File: config.mk
export PLATFORM = sky130hd
export DESIGN_NAME = pe_matrix_seq
export DESIGN_NICKNAME = d
export VERILOG_FILES = /design/src/rtl/pe_matrix_seq.sv
export SDC_FILE = /design/constraint.sdc
export NUM_CORES = 1
export LEC_CHECK = 0
export ABC_AREA = 1
export CAP_MARGIN = 20
export CORE_MARGIN = 3
export CORE_UTILIZATION = 30
export CTS_CLUSTER_SIZE = 30
export DETAILED_ROUTE_END_ITERATION = 16
export GPL_ROUTABILITY_DRIVEN = 0
export GPL_TIMING_DRIVEN = 0
export PLACE_DENSITY = 0.5
export SETUP_SLACK_MARGIN = 0.05
export SLEW_MARGIN = 20
export SYNTH_ARGS = -nofsm -noshare
export SYNTH_HDL_FRONTEND = slang
export SYNTH_SLANG_ARGS = --single-unit
File: constraint.sdc
create_clock -name CLK -period 3.2 [get_ports CLK]
set_input_delay 0.32 -clock CLK [delete_from_list [all_inputs] [get_ports CLK]]
set_output_delay 0.32 -clock CLK [all_outputs]
set_load 0.005 [all_outputs]
File: src/rtl/pe_matrix_seq.sv
// pe_matrix_seq: per-job sequencer for the PE matrix.
// Clears the matrix, loads K weight columns, primes the input window and
// walks it over the feature map in serpentine order, tagging each completed
// window with its output (row, col) PROD_LAT cycles later.
module pe_matrix_seq #(
    parameter int DIM      = 11,
    parameter int FW       = 8,
    parameter int PROD_LAT = 1
) (
    input  logic          CLK,
    input  logic          RST,
    input  logic          start,
    input  logic          abort,
    input  logic [3:0]    kernel_size,
    input  logic [FW-1:0] fmap_w,
    input  logic [FW-1:0] fmap_h,
    output logic          busy,
    output logic          done,
    output logic          err,
    output logic          mat_rst,
    output logic          mat_rst_w,
    output logic [1:0]    sel,
    input  logic          feed_valid,
    output logic          feed_ready,
    output logic [1:0]    feed_dir,
    output logic          win_valid,
    output logic [FW-1:0] win_row,
    output logic [FW-1:0] win_col
);

    localparam logic [2:0] S_IDLE  = 3'd0;
    localparam logic [2:0] S_CLR   = 3'd1;
    localparam logic [2:0] S_LOADW = 3'd2;
    localparam logic [2:0] S_PRIME = 3'd3;
    localparam logic [2:0] S_SCAN  = 3'd4;
    localparam logic [2:0] S_STEP  = 3'd5;
    localparam logic [2:0] S_DRAIN = 3'd6;

    localparam logic [FW-1:0] ZERO_C = {FW{1'b0}};
    localparam logic [FW-1:0] ONE_C  = {{(FW-1){1'b0}}, 1'b1};

    // Where to go after a move that landed on (row, col) heading dir:
    // keep scanning, step down a row, or finish once the last row end is hit.
    function automatic logic [2:0] after_move(input logic [FW-1:0] row,
                                              input logic [FW-1:0] col,
                                              input logic          dir,
                                              input logic [FW-1:0] wk,
                                              input logic [FW-1:0] hk);
        logic [FW-1:0] end_col;
        end_col = dir ? ZERO_C : wk;
        if (col != end_col) begin
            after_move = S_SCAN;
        end else if (row == hk) begin
            after_move = S_DRAIN;
        end else begin
            after_move = S_STEP;
        end
    endfunction

    logic [2:0]    state_q, state_d;
    logic [3:0]    k_q, k_d;
    logic [FW-1:0] w_q, w_d, h_q, h_d;
    logic [FW-1:0] cnt_q, cnt_d;
    logic [FW-1:0] row_q, row_d, col_q, col_d;
    logic          dir_q, dir_d;
    logic          err_q, err_d, done_q, done_d, abrt_q, abrt_d;
    logic [PROD_LAT-1:0] pv_q;
    logic [FW-1:0] pr_q [PROD_LAT];
    logic [FW-1:0] pc_q [PROD_LAT];

    logic [FW-1:0] ks_s, k_fw_s, wk_s, hk_s;
    logic          hs_s, win_s, pend_s, bad_s;
    logic [1:0]    dir_req_s;

    assign ks_s   = {{(FW-4){1'b0}}, kernel_size};
    assign k_fw_s = {{(FW-4){1'b0}}, k_q};
    assign wk_s   = w_q - k_fw_s;
    assign hk_s   = h_q - k_fw_s;
    assign bad_s  = (kernel_size == 4'd0) || (ks_s > FW'(DIM)) ||
                    (fmap_w < ks_s) || (fmap_h < ks_s);

    // Slice type requested from the feeder in the current state.
    always_comb begin
        dir_req_s = 2'b00;
        case (state_q)
            S_PRIME: dir_req_s = 2'b01;
            S_SCAN:  dir_req_s = dir_q ? 2'b10 : 2'b01;
            S_STEP:  dir_req_s = 2'b11;
            default: dir_req_s = 2'b00;
        endcase
    end

    assign feed_ready = ((state_q == S_PRIME) || (state_q == S_SCAN) ||
                         (state_q == S_STEP)) && !abort;
    assign feed_dir   = dir_req_s;
    assign hs_s       = feed_ready && feed_valid;
    assign sel        = hs_s ? dir_req_s : 2'b00;

    // Window tags still in flight ahead of the output stage.
    always_comb begin
        pend_s = 1'b0;
        for (int i = 0; i < PROD_LAT - 1; i++) begin
            pend_s = pend_s | pv_q[i];
        end
    end

    // Next-state, counter and window-completion logic.
    always_comb begin
        state_d = state_q;
        k_d     = k_q;
        w_d     = w_q;
        h_d     = h_q;
        cnt_d   = cnt_q;
        row_d   = row_q;
        col_d   = col_q;
        dir_d   = dir_q;
        err_d   = 1'b0;
        done_d  = 1'b0;
        abrt_d  = 1'b0;
        win_s   = 1'b0;
        case (state_q)
            S_IDLE: begin
                if (start && !abort) begin
                    if (bad_s) begin
                        err_d = 1'b1;
                    end else begin
                        k_d     = kernel_size;
                        w_d     = fmap_w;
                        h_d     = fmap_h;
                        cnt_d   = ZERO_C;
                        row_d   = ZERO_C;
                        col_d   = ZERO_C;
                        dir_d   = 1'b0;
                        state_d = S_CLR;
                    end
                end else begin
                    state_d = S_IDLE;
                end
            end
            S_CLR: begin
                cnt_d   = ZERO_C;
                state_d = S_LOADW;
            end
            S_LOADW: begin
                if (cnt_q == k_fw_s - ONE_C) begin
                    cnt_d   = ZERO_C;
                    state_d = S_PRIME;
                end else begin
                    cnt_d = cnt_q + ONE_C;
                end
            end
            S_PRIME: begin
                if (hs_s) begin
                    if (cnt_q == k_fw_s - ONE_C) begin
                        win_s   = 1'b1;
                        row_d   = ZERO_C;
                        col_d   = ZERO_C;
                        dir_d   = 1'b0;
                        state_d = after_move(ZERO_C, ZERO_C, 1'b0, wk_s, hk_s);
                    end else begin
                        cnt_d = cnt_q + ONE_C;
                    end
                end else begin
                    state_d = S_PRIME;
                end
            end
            S_SCAN: begin
                if (hs_s) begin
                    win_s   = 1'b1;
                    col_d   = dir_q ? (col_q - ONE_C) : (col_q + ONE_C);
                    state_d = after_move(row_q, col_d, dir_q, wk_s, hk_s);
                end else begin
                    state_d = S_SCAN;
                end
            end
            S_STEP: begin
                if (hs_s) begin
                    win_s   = 1'b1;
                    row_d   = row_q + ONE_C;
                    dir_d   = ~dir_q;
                    state_d = after_move(row_d, col_q, dir_d, wk_s, hk_s);
                end else begin
                    state_d = S_STEP;
                end
            end
            S_DRAIN: begin
                if (!pend_s) begin
                    done_d  = 1'b1;
                    state_d = S_IDLE;
                end else begin
                    state_d = S_DRAIN;
                end
            end
            default: state_d = S_IDLE;
        endcase
        if (abort && (state_q != S_IDLE)) begin
            state_d = S_IDLE;
            abrt_d  = 1'b1;
            done_d  = 1'b0;
            win_s   = 1'b0;
        end else begin
            abrt_d = 1'b0;
        end
    end

    // Control state and job registers.
    always_ff @(posedge CLK or negedge RST) begin
        if (!RST) begin
            state_q <= S_IDLE;
            k_q     <= 4'd0;
            w_q     <= ZERO_C;
            h_q     <= ZERO_C;
            cnt_q   <= ZERO_C;
            row_q   <= ZERO_C;
            col_q   <= ZERO_C;
            dir_q   <= 1'b0;
            err_q   <= 1'b0;
            done_q  <= 1'b0;
            abrt_q  <= 1'b0;
        end else begin
            state_q <= state_d;
            k_q     <= k_d;
            w_q     <= w_d;
            h_q     <= h_d;
            cnt_q   <= cnt_d;
            row_q   <= row_d;
            col_q   <= col_d;
            dir_q   <= dir_d;
            err_q   <= err_d;
            done_q  <= done_d;
            abrt_q  <= abrt_d;
        end
    end

    // Window tag delay line; an abort flushes every pending tag.
    always_ff @(posedge CLK or negedge RST) begin
        if (!RST) begin
            pv_q <= {PROD_LAT{1'b0}};
            for (int i = 0; i < PROD_LAT; i++) begin
                pr_q[i] <= ZERO_C;
                pc_q[i] <= ZERO_C;
            end
        end else if (abrt_d) begin
            pv_q <= {PROD_LAT{1'b0}};
            for (int i = 0; i < PROD_LAT; i++) begin
                pr_q[i] <= ZERO_C;
                pc_q[i] <= ZERO_C;
            end
        end else begin
            pv_q[0] <= win_s;
            pr_q[0] <= win_s ? row_d : ZERO_C;
            pc_q[0] <= win_s ? col_d : ZERO_C;
            for (int i = 1; i < PROD_LAT; i++) begin
                pv_q[i] <= pv_q[i-1];
                pr_q[i] <= pr_q[i-1];
                pc_q[i] <= pc_q[i-1];
            end
        end
    end

    assign busy      = (state_q != S_IDLE);
    assign done      = done_q;
    assign err       = err_q;
    assign mat_rst   = (state_q == S_CLR) || abrt_q;
    assign mat_rst_w = (state_q == S_LOADW);
    assign win_valid = pv_q[PROD_LAT-1];
    assign win_row   = pr_q[PROD_LAT-1];
    assign win_col   = pc_q[PROD_LAT-1];

endmodule

==> metrics.log <==
[metrics] Psw: 2.10 mW
[metrics] Via-to-Cell Ratio: 4.64
[metrics] H-tree depth: 3
[metrics] part of the Yosys area used for sequential elements: 0.348
[metrics] length of routed met2 wiring: 5.99 mm
[metrics] relative max-transition margin: 0.572
[metrics] Yosys top cell area share: 0.348
[metrics] area occupied by registers: 0.00170 sq mm
[metrics] # resized after CTS: 0
[metrics] YS warnings: 0
[metrics] crit path launch type: register
[metrics] overall die width: 134 um
[metrics] Reg-to-Reg Start: k_q[0]
[metrics] Worst R2R Setup Slack: 0.56 ns
[metrics] Fmax achieved: 330 MHz
[metrics] RSZ-0062 raised after global routing: false
[metrics] class of the tightest hold or removal check: in -> async
[metrics] total number of vias: 4560
[metrics] largest area contributor in the synthesized netlist: dfrtp_1
[metrics] power density over cell area: 784 mW/mm^2
[metrics] via count of the first global-routing pass: 4330
[metrics] source-to-sink clock delay at the later pin of the worst-skew pair: 0.34 ns
[metrics] Clk network pwr share: 0.237
[metrics] switching share of power: 0.444
[metrics] number of remaining DRC errors: 0
[metrics] ys flop type: dfrtp_1
[metrics] total global-route track usage: 0.151
[metrics] Hold Violations, Final: 0
[metrics] combinational share of power: 0.518
[metrics] post-synthesis cell type count: 41
[metrics] Max-cap violations: 0
[metrics] Clock Tree Root: clkbuf_16
[metrics] global-route congestion overflow total: 0
[metrics] die extent in y: 134 um
[metrics] iteration count of the initial detailed-routing pass: 5
[metrics] top routing layer in use: met4
[metrics] Post-Synthesis Mean Instance Area: 7.01 sq um
[metrics] post-route antenna net violation count: 0
[metrics] wire length the detailed router placed on met1: 6.32 mm
[metrics] worst path arrival time: 2.71 ns
[metrics] number of flops mapped to enable cells by yosys: 0
[metrics] wire length of the first global-routing pass: 21.6 mm
[metrics] setup TNS: 0 ns
[metrics] ratio of final minimum period to clock period: 0.946
[metrics] clock-pin transition on the worst setup and hold timing paths: 0.06 ns
[metrics] Boundary Pins: 52
[metrics] Yosys reg bits: 68
[metrics] nets@finish: 814
[metrics] worst reg-to-reg path cell count: 15
[metrics] clk buf depth: 2
[metrics] total non-filler cell area in the finished layout: 0.00604 sq mm
[metrics] Worst Path Required: 2.88 ns
[metrics] Filler cells: 1677
[metrics] area used by multi-input combinational logic: 0.00273 sq mm
[metrics] pin count of the biggest net entering global routing: 39
[metrics] Overall Power: 4.74 mW
[metrics] Layout Utilization: 0.379
[metrics] starting utilization of the core area: 0.307
[metrics] count of final setup violators: 0
[metrics] result of the run: completed
[metrics] cell area after placement: 0.00569 sq mm
[metrics] cell count after synthesis: 698
[metrics] Crit Path Category: reg -> out
[metrics] fraction of registers with async set or reset after synthesis: 1.00
[metrics] Antenna Cells: 0
[metrics] met3 wirelength from detailed routing: 567 um
[metrics] capturing point of the worst reg2reg path: state_q[0]
[metrics] Pint: 2.63 mW
[metrics] Cell Area, Synth: 0.00490 sq mm
[metrics] count of input and output buffers: 51
[metrics] largest cells by area after synthesis: dfrtp_1 (35%), nand2_1 (17%), nand3_1 (7.5%)
[metrics] Synth Net Count: 750
[metrics] Detail Placement HPWL: 10.5 mm
[metrics] Worst Setup Slack post-DPL: 0.502 ns
[metrics] post-layout min period: 3.03 ns
[metrics] CTS tree: built
[metrics] number of slew-limit violations in the final report: 0
[metrics] antenna violations before repair: 0
[metrics] top post-synthesis cells by count: nand2_1 (216), inv_1 (96), nand3_1 (73)
[metrics] count of standard-cell rows: 46
[metrics] maximum clock skew at final layout: 0.00825 ns
[metrics] drt first-iter violations: 301
[metrics] clock sink count: 68
[metrics] number of buffers added by the clock tree synthesis step: 9
[metrics] Die ar.: 0.0179 sq mm
[metrics] post-CTS setup buffer count: 0
[metrics] most frequent cell after synthesis: nand2_1
[metrics] average detailed-routed wire length per instance: 13.3 um
[metrics] sequential fraction of design power: 0.245
[metrics] LEAKAGE: 3.11 nW
[metrics] share of cells above drive strength 1: 0.0847
[metrics] kind of capture point of the worst setup path: output port
[metrics] transition at the pin with the smallest max-transition slack: 0.641 ns
[metrics] slack of the critical path: 0.171 ns
[metrics] IR drop worst, VDD: 0.271 mV
[metrics] relative area change from synthesis to final layout: 23.4%
[metrics] maximum fanout along the worst path: 10
[metrics] area of the core: 0.0159 sq mm
[metrics] post-detailed-routing wire length: 13.1 mm
-- metrics by stage --
step                      cells  hold WS, ns
final                       983        0.453
after detailed placement    966        0.289
after floorplan             698       0.0244
after global routing        983        0.489
after CTS                   983        0.464
after global placement      965        0.474
-- sequential cells by signal (all words and copies together), names as in the netlist --
| signal | cells |
|---|---|
| cnt_q | 8 |
| row_q | 8 |
| dir_q | 1 |
| col_q | 8 |
| h_q | 8 |
| abrt_q | 1 |
| state_q | 3 |
| win_row | 8 |
| err | 1 |
| win_valid | 1 |
| k_q | 4 |
| win_col | 8 |
| w_q | 8 |
| done | 1 |
-- metal layers --
metal / vias up / global-route usage
met5: - / 0
met4: 0 / 0.0429
met3: 15 / 0.0332
met2: 99 / 0.239
met1: 2077 / 0.210
li1: 2369 / -
-- worst max-delay path: stages (launching register included) --
cell and delay (ns):
dfrtp_1 0.61, clkinv_1 0.35, clkbuf_1 0.31, o21ai_0 0.39
and3_1 0.21, clkdlybuf4s50_1 0.50
-- cells by family (layout without fill, tap and decap cells) --
| logic type | after synthesis | after routing | share of synthesized area |
|---|---|---|---|
| adder cells (fa/ha/maj) | 27 | 27 | 0.0736 |
| buffers and inverters | 117 | 186 | 0.0951 |
| XOR/XNOR | 18 | 18 | 0.0322 |
| multiplexers | 6 | 6 | 0.0138 |
| AO/OA/AOI/OAI | 81 | 81 | 0.0940 |
| flip-flops | 68 | 68 | 0.348 |
| AND/OR/NAND/NOR | 381 | 381 | 0.344 |
-- cells in the final DEF (no fill, tap or decap), types with 9 or more instances in the layout --
master,n
clkdlybuf4s50_1,50
ha_1,24
nor3_1,9
nand2_1,216
nor2_1,46
xnor2_1,10
dfrtp_1,68
o21ai_0,26
nand3_1,73
inv_1,96
clkbuf_16,9
a21oi_1,38
-- worst max-delay path by stage --
stage                             to            from  slack, ns  cells past startpoint
after detailed placement  win_col[5]  kernel_size[1]       0.50                     14
after global routing          sel[1]           dir_q       0.05                      5
after global placement        w_q[6]             RST      -0.64                      1
after CTS                     sel[1]           dir_q       0.19                      5
final                         sel[1]           dir_q       0.17                      5
after floorplan           state_q[0]          k_q[0]       0.91                     15
-- area by class of cell --
cell class / count / area share
clock buffer: 11 / 0.0418
sequential: 68 / 0.282
multi-input combinational: 513 / 0.452
inverter: 104 / 0.0648
buffer: 13 / 0.0122
tap: 216 / 0.0447
timing repair buffer: 53 / 0.0891
clock inverter: 5 / 0.0139
-- power groups by stage --
stage                     Sequential, mW  Clock [mW]  Combinational [mW]
after CTS                           1.17        1.15                2.47
final                               1.16        1.12                2.45
after detailed placement            1.18           0                2.45
after floorplan                     1.14           0                1.84
after global routing                1.19        1.19                2.83
after global placement              1.18           0                2.40
-- timing repair --
action                     CTS  global route
hold endpoints to repair    30             0
hold buffers                 1             0
setup endpoints to repair    0             0
(Power assumes the default switching activity.)
==> RTL edit (same settings) <==
The parameter `FW` goes from 8 to 16.
--- a/src/rtl/pe_matrix_seq.sv
+++ b/src/rtl/pe_matrix_seq.sv
@@ -5,5 +5,5 @@
 module pe_matrix_seq #(
     parameter int DIM      = 11,
-    parameter int FW       = 8,
+    parameter int FW       = 16,
     parameter int PROD_LAT = 1
 ) (
Interface: changed (resized fmap_h, fmap_w, win_col and win_row); port bits go from 52 to 84. No check against the original RTL was run, so the function may have changed too.
==> RTL edit against the original RTL <==
  * Total power up 100%
  * Sequential cell count up 56
  * Design area up 96%
  * Clock power up 78%
  * Synthesized area up 100%
  * Via count up 120%
  * Combinational power up 120%
  * Non-clock buffer count up 54
  * Clock skew up 5.8 ps
  * Routed wire length rose to 2.6 times the old value
  * Worst setup slack better by 68 ps
  * Register-to-register slack worse by 250 ps
  * Critical path depth up 1
  * Critical path type unchanged
  * Largest cell class unchanged
  * Largest power group unchanged
==> RTL edit: results (changes against the original RTL) <==
outcome finished clean (unchanged); # port buffers 83 (was 51); sw power 4.76 mW (was 2.10 mW); buffering overhead 8.79% (was 10.1%); FFs w/ async S/R, synth 100% (unchanged); share of layout cells above drive strength 1 6.08% (was 8.47%); Distinct cells, synth 45 (was 41); CTS buffer count 17 (was 9); Primary FF master, synth dfrtp_1 (unchanged); total setup buffers inserted after CTS 0 (unchanged); Worst-Margin Slew 679 ps (was 641 ps); worst vdd ir 0.453 mV (was 0.271 mV); Final Setup Violations 0 (unchanged); 1st-iter DRT viols 702 (was 301); Post-Syn Nets 1605 (was 750); cell area after layout 0.0119 mm2 (was 0.00604 mm2); slowest CP cell dfrtp_4 (was dfrtp_1); clock network area share 4.92% (was 5.57%); CP Data Arrival Time 2640 ps (was 2710 ps); Yosys warnings 0 (unchanged); Tot GR Track Use 19.5% (was 15.1%); dpl ws -13.0 ps (was 502 ps); Post-DP HPWL 26800 um (was 10500 um); Commonest cells post-synth nand2_1, inv_1, nand3_1 (unchanged); vias in the first global route 9982 (was 4330); # clk buffers 18 (was 11); fin cells 2081 (was 983); H-tree Lvls 4 (was 3); Post-Place Cell Area 0.0112 mm2 (was 0.00569 mm2); Multi-input gate area 0.00582 mm2 (was 0.00273 mm2); clock root buffer clkbuf_16 (unchanged); fillers 3493 (was 1677); worst min path class primary input to async pin (unchanged); average wire per standard cell 16.1 um (was 13.3 um); diodes inserted 0 (unchanged); Leakage 5.76 nW (was 3.11 nW); clk_lat worst skew 450 ps (was 340 ps); clock skew 14.1 ps (was 8.25 ps); area occupied by registers 0.00311 mm2 (was 0.00170 mm2); routed vias/inst 4.90 (was 4.64); DR pass1 iterations 5 (unchanged); Util after Layout 37.2% (was 37.9%); Cells after DPL 2048 (was 966); Layout Nets 1709 (was 814); crit-path max FO 20 (was 10); #MultiIn Comb 1164 (was 513); number of non-clock inverters 206 (was 104); pin count of the biggest net entering global routing 66 (was 39); global-route wire length before repair 54200 um (was 21600 um); synth top area cells dfrtp_1, nand2_1, nand3_1 (unchanged); sequential share of the synthesized area 31.6% (was 34.8%); CP max stage delay 580 ps (was 610 ps); Clock Sinks 124 (was 68); Post-Syn Instances 1529 (was 698); Non-clk bufs 120 (was 66)
==> RTL edit: path summary, 6_finish.rpt <==
path	from	end	slack, ps	cells past startpoint
worst max-delay path	dir_q	sel[1]	240	6
worst min-delay path	RST	win_row[3]	390	2
worst max register to register	k_q[3]	state_q[0]	310	17
worst min register to register	h_q[0]	h_q[0]	490	2
max in group asynchronous	RST	dir_q	2100	3
min in group CLK	fmap_h[8]	h_q[8]	460	3
==> RTL edit: cells by family (layout without fill, tap and decap cells) <==
group | after synthesis | in the layout | share of synthesized area [%]
compound gates | 188 | 188 | 10.6
xor+xnor | 37 | 37 | 3.31
fa+ha+maj | 35 | 35 | 4.70
buf+inv | 241 | 358 | 9.57
flops | 124 | 124 | 31.6
mux | 4 | 4 | 0.459
simple gates | 900 | 900 | 39.8
==> RTL edit: metal layers <==
metal	track usage (%)	up-vias	part of all wire [%]
li1	-	5194	-
met1	25.5	4735	46
met2	33.0	225	48
met3	2.72	45	3.3
met4	6.69	0	2.3
met5	0	-	0
==> RTL edit: power groups by stage <==
stage	logic, mW	registers (mW)	clock network, mW
after floorplan	3.77	2.10	0
after global placement	5.09	2.26	0
after detailed placement	5.15	2.27	0
after CTS	5.19	2.25	2.05
after global routing	6.00	2.30	2.11
final	5.27	2.26	1.99
==> RTL edit: critical path, delay by kind of cell, from the launching register on <==
family	cells	cell delay, ps
buf+inv	4	1140
simple gates	1	170
compound gates	1	290
flops	1	580
==> RTL edit: timing repair <==
item,4_1_cts,5_1_grt
gates resized for setup,5,21
hold endpoints to repair,59,0
setup endpoints to repair,6,6
hold buffers,1,0
